`config.mk`:
```
export PLATFORM = sky130hd
export DESIGN_NAME = alpha_scroll_scan_flat
export DESIGN_NICKNAME = d
export VERILOG_FILES = /design/src/rtl/alpha_scroll_scan_if.sv /design/src/rtl/alpha_scroll_scan.sv /design/src/flat_wrapper.sv
export SDC_FILE = /design/constraint.sdc
export NUM_CORES = 1
export LEC_CHECK = 0
export BUFFER_PORTS_ARGS = -buffer_cell sky130_fd_sc_hd__buf_2
export CAP_MARGIN = 15
export CORE_MARGIN = 3
export CORE_UTILIZATION = 33
export DETAILED_ROUTE_END_ITERATION = 8
export HOLD_SLACK_MARGIN = 0.06
export MAX_ROUTING_LAYER = met4
export PLACE_DENSITY_LB_ADDON = 0.05
export RECOVER_POWER = 25
export SYNTH_ARGS = -nofsm -noshare
export SYNTH_HDL_FRONTEND = slang
export SYNTH_SLANG_ARGS = --single-unit
```
`constraint.sdc`:
```
create_clock -name clk -period 4.3 [get_ports clk]
set_input_delay 0.645 -clock clk [delete_from_list [all_inputs] [get_ports clk]]
set_output_delay 0.645 -clock clk [all_outputs]
set_load 0.005 [all_outputs]
```
`src/rtl/alpha_scroll_scan_if.sv`:
```
// Character-write handshake and scan outputs of the alpha_scroll_scan feeder.
// Handshake: a char transfers on a rising edge where wr_valid && wr_ready; wr_valid may not depend on wr_ready.
interface alpha_scroll_scan_if #(
  parameter int NUM_DIGITS = 4
);
  logic                  clear;
  logic                  wr_valid;
  logic                  wr_ready;
  logic [4:0]            wr_code;
  logic                  wr_last;
  logic [4:0]            code;
  logic [NUM_DIGITS-1:0] digit_en;
  logic                  busy;

  modport master (
    output clear, wr_valid, wr_code, wr_last,
    input  wr_ready, code, digit_en, busy
  );

  modport slave (
    input  clear, wr_valid, wr_code, wr_last,
    output wr_ready, code, digit_en, busy
  );
endinterface

```
`src/rtl/alpha_scroll_scan.sv`:
```
// Message buffer + scroll + digit time-scan feeding a 5-bit-code 14-segment decoder.
// Optional `ALPHA_SCAN_GHOST_BLANK_EN: blank digit_en on the first clock of every digit slot.
module alpha_scroll_scan #(
  parameter int NUM_DIGITS    = 4,
  parameter int MSG_DEPTH     = 16,
  parameter int SCAN_DIV      = 1000,
  parameter int SCROLL_FRAMES = 250
) (
  input  logic               clk,
  input  logic               rst,
  alpha_scroll_scan_if.slave bus,
  output logic [1:0]         dbg_state_o
);
  localparam int IW = (MSG_DEPTH > 1) ? $clog2(MSG_DEPTH) : 1;
  localparam int LW = $clog2(MSG_DEPTH + 1);
  localparam int SW = (SCAN_DIV > 1) ? $clog2(SCAN_DIV) : 1;
  localparam int DW = (NUM_DIGITS > 1) ? $clog2(NUM_DIGITS) : 1;
  localparam int FW = (SCROLL_FRAMES > 1) ? $clog2(SCROLL_FRAMES) : 1;

  typedef enum logic [1:0] {S_IDLE = 2'd0, S_LOAD = 2'd1, S_RUN = 2'd2} state_t;

  state_t                state_q, state_d;
  logic [LW-1:0]         len_q, len_d;
  logic [IW-1:0]         pos_q, pos_d;
  logic [SW-1:0]         scan_q, scan_d;
  logic [DW-1:0]         slot_q, slot_d;
  logic [FW-1:0]         frame_q, frame_d;
  logic [4:0]            code_q, code_d;
  logic [NUM_DIGITS-1:0] en_q, en_d;
  logic [4:0]            buf_q [MSG_DEPTH];

  logic          wr_fire, wr_en;
  logic [IW-1:0] wr_addr, rd_idx;
  logic [IW:0]   sum;
  logic          lit;

  assign bus.wr_ready = (state_q != S_RUN) && !bus.clear && (int'(len_q) < MSG_DEPTH);
  assign wr_fire      = bus.wr_valid && bus.wr_ready;
  assign bus.busy     = (state_q == S_RUN);
  assign bus.code     = code_q;
  assign bus.digit_en = en_q;
  assign dbg_state_o  = state_q;

  always_comb begin
    state_d = state_q;
    len_d   = len_q;
    pos_d   = pos_q;
    scan_d  = scan_q;
    slot_d  = slot_q;
    frame_d = frame_q;
    wr_en   = 1'b0;
    wr_addr = IW'(len_q);
    if (bus.clear) begin
      state_d = S_IDLE;
      len_d   = '0;
      pos_d   = '0;
      scan_d  = '0;
      slot_d  = '0;
      frame_d = '0;
    end else begin
      case (state_q)
        S_IDLE, S_LOAD: begin
          // IDLE always has len 0, so the first char lands in buf[0] through the same path
          if (wr_fire) begin
            wr_en = 1'b1;
            len_d = len_q + 1'b1;
            if (bus.wr_last || (int'(len_q) + 1 == MSG_DEPTH)) begin
              state_d = S_RUN;
              pos_d   = '0;
              scan_d  = '0;
              slot_d  = '0;
              frame_d = '0;
            end else begin
              state_d = S_LOAD;
            end
          end
        end
        S_RUN: begin
          if (int'(scan_q) == SCAN_DIV - 1) begin
            scan_d = '0;
            if (int'(slot_q) == NUM_DIGITS - 1) begin
              slot_d = '0;
              if (int'(frame_q) == SCROLL_FRAMES - 1) begin
                frame_d = '0;
                if (int'(len_q) > NUM_DIGITS)
                  pos_d = (int'(pos_q) == int'(len_q) - 1) ? '0 : pos_q + 1'b1;
              end else begin
                frame_d = frame_q + 1'b1;
              end
            end else begin
              slot_d = slot_q + 1'b1;
            end
          end else begin
            scan_d = scan_q + 1'b1;
          end
        end
        default: state_d = S_IDLE;
      endcase
    end
  end

  // Display index: (pos + slot) mod len by a single compare-subtract, since both terms are below len.
  always_comb begin
    en_d   = '0;
    code_d = '0;
    lit    = 1'b0;
    sum    = (IW+1)'(pos_q) + (IW+1)'(slot_q);
    if (int'(sum) >= int'(len_q)) sum = sum - (IW+1)'(len_q);
    rd_idx = sum[IW-1:0];
    if ((state_q == S_RUN) && !bus.clear) begin
      if (int'(len_q) > NUM_DIGITS) begin
        lit = 1'b1;
      end else if (int'(slot_q) < int'(len_q)) begin
        lit    = 1'b1;
        rd_idx = IW'(slot_q);
      end
      if (lit) begin
        en_d   = NUM_DIGITS'(1) << slot_q;
        code_d = buf_q[rd_idx];
      end
`ifdef ALPHA_SCAN_GHOST_BLANK_EN
      if (scan_q == '0) en_d = '0;
`else
`endif
    end
  end

  always_ff @(posedge clk) begin
    if (rst) begin
      state_q <= S_IDLE;
      len_q   <= '0;
      pos_q   <= '0;
      scan_q  <= '0;
      slot_q  <= '0;
      frame_q <= '0;
      code_q  <= '0;
      en_q    <= '0;
    end else begin
      state_q <= state_d;
      len_q   <= len_d;
      pos_q   <= pos_d;
      scan_q  <= scan_d;
      slot_q  <= slot_d;
      frame_q <= frame_d;
      code_q  <= code_d;
      en_q    <= en_d;
    end
  end

  always_ff @(posedge clk) begin
    if (wr_en) buf_q[wr_addr] <= bus.wr_code;
  end
endmodule
```
`src/flat_wrapper.sv`:
```
// flat-port wrapper written by rule: the top's interface ports become plain ports
module alpha_scroll_scan_flat 
#(
  parameter int NUM_DIGITS    = 4,
  parameter int MSG_DEPTH     = 16,
  parameter int SCAN_DIV      = 1000,
  parameter int SCROLL_FRAMES = 250
)
  (clk, rst, dbg_state_o, bus_clear, bus_wr_valid, bus_wr_code, bus_wr_last, bus_wr_ready, bus_code, bus_digit_en, bus_busy);
  alpha_scroll_scan_if #(.NUM_DIGITS(NUM_DIGITS)) bus_i ();
  input  logic clk;
  input  logic rst;
  output logic [1:0] dbg_state_o;
  input wire logic [$bits(bus_i.clear)-1:0] bus_clear;
  input wire logic [$bits(bus_i.wr_valid)-1:0] bus_wr_valid;
  input wire logic [$bits(bus_i.wr_code)-1:0] bus_wr_code;
  input wire logic [$bits(bus_i.wr_last)-1:0] bus_wr_last;
  output wire logic [$bits(bus_i.wr_ready)-1:0] bus_wr_ready;
  output wire logic [$bits(bus_i.code)-1:0] bus_code;
  output wire logic [$bits(bus_i.digit_en)-1:0] bus_digit_en;
  output wire logic [$bits(bus_i.busy)-1:0] bus_busy;
  assign bus_i.clear = bus_clear;
  assign bus_i.wr_valid = bus_wr_valid;
  assign bus_i.wr_code = bus_wr_code;
  assign bus_i.wr_last = bus_wr_last;
  assign bus_wr_ready = bus_i.wr_ready;
  assign bus_code = bus_i.code;
  assign bus_digit_en = bus_i.digit_en;
  assign bus_busy = bus_i.busy;
  alpha_scroll_scan #(.NUM_DIGITS(NUM_DIGITS), .MSG_DEPTH(MSG_DEPTH), .SCAN_DIV(SCAN_DIV), .SCROLL_FRAMES(SCROLL_FRAMES)) u_core (.clk(clk), .rst(rst), .bus(bus_i), .dbg_state_o(dbg_state_o));
endmodule
```
==> parameters.txt <==
Parameter                              Value

Worst hold path
  Worst hold-check path type ... flop to flop
  Beginning of the worst hold path ... u_core.scan_q[9]$_SDFFE_PP0P_
  End point of the worst hold path ... u_core.scan_q[9]$_SDFFE_PP0P_
  Cell depth of the worst hold path ... 1

Critical path
  Worst-path fanout max ... 17
  Endpoint of the worst-slack reg-to-reg timing path ... u_core.bus.code[1]$_SDFF_PP0_
  CP cell instances ... ha_1 > fa_1 > xnor2_1 > inv_1 > ha_1 > nand3_1 > a21boi_1 > or2_1 > or3_1 > nand3_1 > a31oi_1 > a22oi_1 > o221ai_1
  CP Launch Point ... u_core.pos_q[0]$_SDFFE_PP0P_
  Cell type of the slowest stage on the worst timing path ... or3_1
  Reg2Reg Depth ... 13
  R2r startpoint ... u_core.pos_q[0]$_SDFFE_PP0P_
  Reg2Reg Setup Slack ... about 310 ps
  Data arrival time of the critical path ... between 4000 and 5000 ps
  Type of destination of the critical path ... flop
  Startpoint class of the critical path ... flop
  Worst Path Required ... about 4600 ps
  Startpoint-to-endpoint class of the critical path ... flop to flop
  Delay of the slowest cell on the worst path ... approximately 580 ps

Logic synthesis
  Most instantiated flip-flop cell in the synthesis netlist ... edfxtp_1
  Cells after Synth ... between 500 and 600
  Cell type with the highest aggregate area in the netlist ... edfxtp_1
  Number of warnings reported in the yosys synthesis log ... 0
  Number of flops mapped to enable cells by yosys ... 80
  Avg Cell Area, Syn ... 11.3 µm²
  Library cells used by synthesis ... 61
  Share of the synthesized area in the top cell type ... 42.2%
  Nets in the synthesized netlist ... ~530
  Top cells by area, synth ... edfxtp_1 (42%), dfxtp_1 (14%), mux2i_1 (4.0%)
  Share of synthesized registers carrying an async set or reset ... 0%
  Area of the mapped netlist ... roughly 5700 µm²
  #FFs+latches synth ... 120
  Share of the yosys chip area belonging to registers ... 56.2%
  Synth top cells by count ... edfxtp_1 (80), nor2_1 (52), nand3_1 (41), dfxtp_1 (40), o21ai_0 (39)
  Most repeated cell in the gate-level netlist after synthesis ... edfxtp_1

Floorplanning
  Core region area ... between 15000 and 20000 µm²
  Die ar. ... roughly 19000 µm²
  IO Count ... 23
  Die W ... 137 µm
  Initial core utilization ... between 30% and 40%
  Height of the die ... 137 µm
  Std cell rows ... 47

Placed design
  Post-detailed-placement half-perimeter wirelength ... 10.0 mm
  Port Buffers ... 22
  Routability-driven placement congestion ratio ... between 0.8 and 0.9

Global route
  Maximum number of pins on one net before global-route repair ... 22
  Via count of the first global-routing pass ... 3946
  First-pass GRT wire length ... about 23 mm
  Number of antenna violations at the first check in global routing ... 0
  Global routing usage summed across all routing layers ... between 15 and 20%
  Overflow left after global routing ... 0

Route
  Iteration-0 DRC count of the detailed router ... roughly 200
  Number of iterations in the first detailed-routing pass ... 4
  Detail-routed net length per standard cell ... 18.8 µm
  Routed Wire Length ... between 10 and 15 mm
  Detailed-route DRC error count ... 0
  Total via count after detailed routing ... roughly 4000
  Post-DRT Antenna Nets ... 0
  Number of vias per cell ... 5.21

Clock network
  Clock slew seen by the registers of the worst setup and hold paths ... 60 ps
  CTS sink count ... 120
  TritonCTS clock tree ... done
  Number of buffers on the longest clock path ... 2
  Latest clock arrival within the worst-skew pair ... between 400 and 500 ps
  Hold buffers post-CTS ... 0
  Buffer cell driving the clock tree root ... clkbuf_16
  Post-CTS setup buffer count ... 0
  Cts bufs inserted ... 17
  Post-cts resize count ... 0
  # H-tree levels ... 4

STA
  Post-route fraction of the period consumed by the critical path ... between 90% and 100%
  Highest clock rate ... roughly 0.25 GHz
  Post-Route Skew ... roughly 10 ps
  Final Hold Fails ... 0
  Fin Setup TNS ... 0 ps
  RSZ-0062 raised after global routing ... false
  Final Max Tran Viols ... 0
  Slew at the pin with the worst max-slew slack ... roughly 850 ps
  Endpoints failing setup ... 0
  Crit path time final ... around 4000 ps
  Relative max-transition margin ... around 44%

Job
  Number of maximum-capacitance constraint violations ... 0

Power
  Max IR drop VDD ... about 0.29 mV
  LEAKAGE ... between 2 and 2.5 nW
  Ratio of total power to cell area ... about 420 nW/µm²

Finish
  Antenna Diode Count ... 0
  Share of final-layout standard cells stronger than drive strength 1 ... a little over an eighth
  Nets@finish ... 563
  Signed area change from the synthesized netlist to the final layout ... 15.8%
  Final core area utilization ... between 30% and 40%

Status
  Result of the run ... finished, final reports clean
[kinds of logic after synthesis]
| kind of cell | share of synthesized area (%) |
|---|---|
| AOI/OAI and AO/OA | 12.3 |
| xor gates and xnor gates | 2.15 |
| adders and majority gates | 4.66 |
| buffers and inverters | 3.16 |
| DFF | 56.2 |
| muxes | 5.03 |
| and+or+nand+nor | 16.5 |
[critical path: cells and delay by family, from the launching register on]
kind            cells  cell delay [ps]
compound gates      4              890
xor+xnor            1              250
fa+ha+maj           3             1000
buf+inv             1              110
flops               1              370
simple gates        4             1270
[through the flow]
stage	setup WS [ps]	cell area, µm²	instances	hold slack (ps)	total power, W
CTS	369	6600	766	484	0.00278
floorplan	941	5700	503	422	0.00135
detailed placement	386	6030	734	474	0.00140
global route	104	6600	766	491	0.00284
global placement	541	6030	734	471	0.00140
finish	315	6600	766	483	0.00274
[layout make-up]
| class | count | area (µm²) |
|---|---|---|
| sequential | 120 | 3200 |
| clock inverter | 9 | 100 |
| timing repair buffer | 29 | 169 |
| multi-input combinational | 349 | 2320 |
| clock buffer | 23 | 468 |
| tap | 220 | 275 |
| fill | 1645 | 10200 |
| inverter | 16 | 60.1 |
[routing by layer]
layer / wire (µm) / track usage, % / up-vias
li1: - / - / 1942
met1: 6570 / 20.7 / 1961
met2: 7230 / 27.5 / 75
met3: 462 / 3.83 / 13
met4: 129 / 4.38 / 0
met5: 0 / - / -
[placed cells by master (no fill, tap or decap), drive strengths merged, types with 3 or more instances in the layout]
cell    netlist  routed
edfxtp       80      80
nor2         54      54
o21ai        42      42
nand3        41      41
dfxtp        40      40
nand2        30      30
clkbuf        5      28
buf          13      24
mux2i        23      23
a21oi        20      20
ha           18      18
inv          16      16
a31oi        14      14
xnor2         9       9
and3          9       9
a22oi         9       9
or3           7       7
nand4         7       7
nand3b        6       6
xor2          5       5
mux2          5       5
clkinv        0       5
nor3          5       5
o221ai        5       5
nand2b        3       3
nand4b        3       3
a311oi        3       3
nor2b         3       3
a211oi        3       3
or2           3       3
[where the power goes]
part | leakage [nW] | switching [W] | internal [W]
clock | 0.277 | 0.000496 | 0.000877
sequential | 1.04 | 0.00000328 | 0.00123
combinational | 1.01 | 0.0000882 | 0.0000434
total | 2.33 | 0.000587 | 0.00216
[flip-flops by register name (all words and copies together), names as in the netlist]
register / cells
u_core.slot_q: 2
u_core.bus.code: 5
u_core.len_q: 5
u_core.bus.digit_en: 4
u_core.frame_q: 8
u_core.buf_q: 80
u_core.dbg_state_o: 2
u_core.pos_q: 4
u_core.scan_q: 10
[worst max path at each step]
| stage | cells after the start | slack (ps) | to |
|---|---|---|---|
| 2_1_floorplan | 16 | 940 | u_core.bus.code[0]$_SDFF_PP0_ |
| 3_3_place_gp | 13 | 540 | u_core.bus.code[3]$_SDFF_PP0_ |
| 3_5_place_dp | 13 | 390 | u_core.bus.code[3]$_SDFF_PP0_ |
| 4_1_cts | 13 | 370 | u_core.bus.code[3]$_SDFF_PP0_ |
| 5_1_grt | 13 | 100 | u_core.bus.code[1]$_SDFF_PP0_ |
| 6_report | 13 | 310 | u_core.bus.code[1]$_SDFF_PP0_ |
Note: power is estimated with default switching activity, not from simulation.
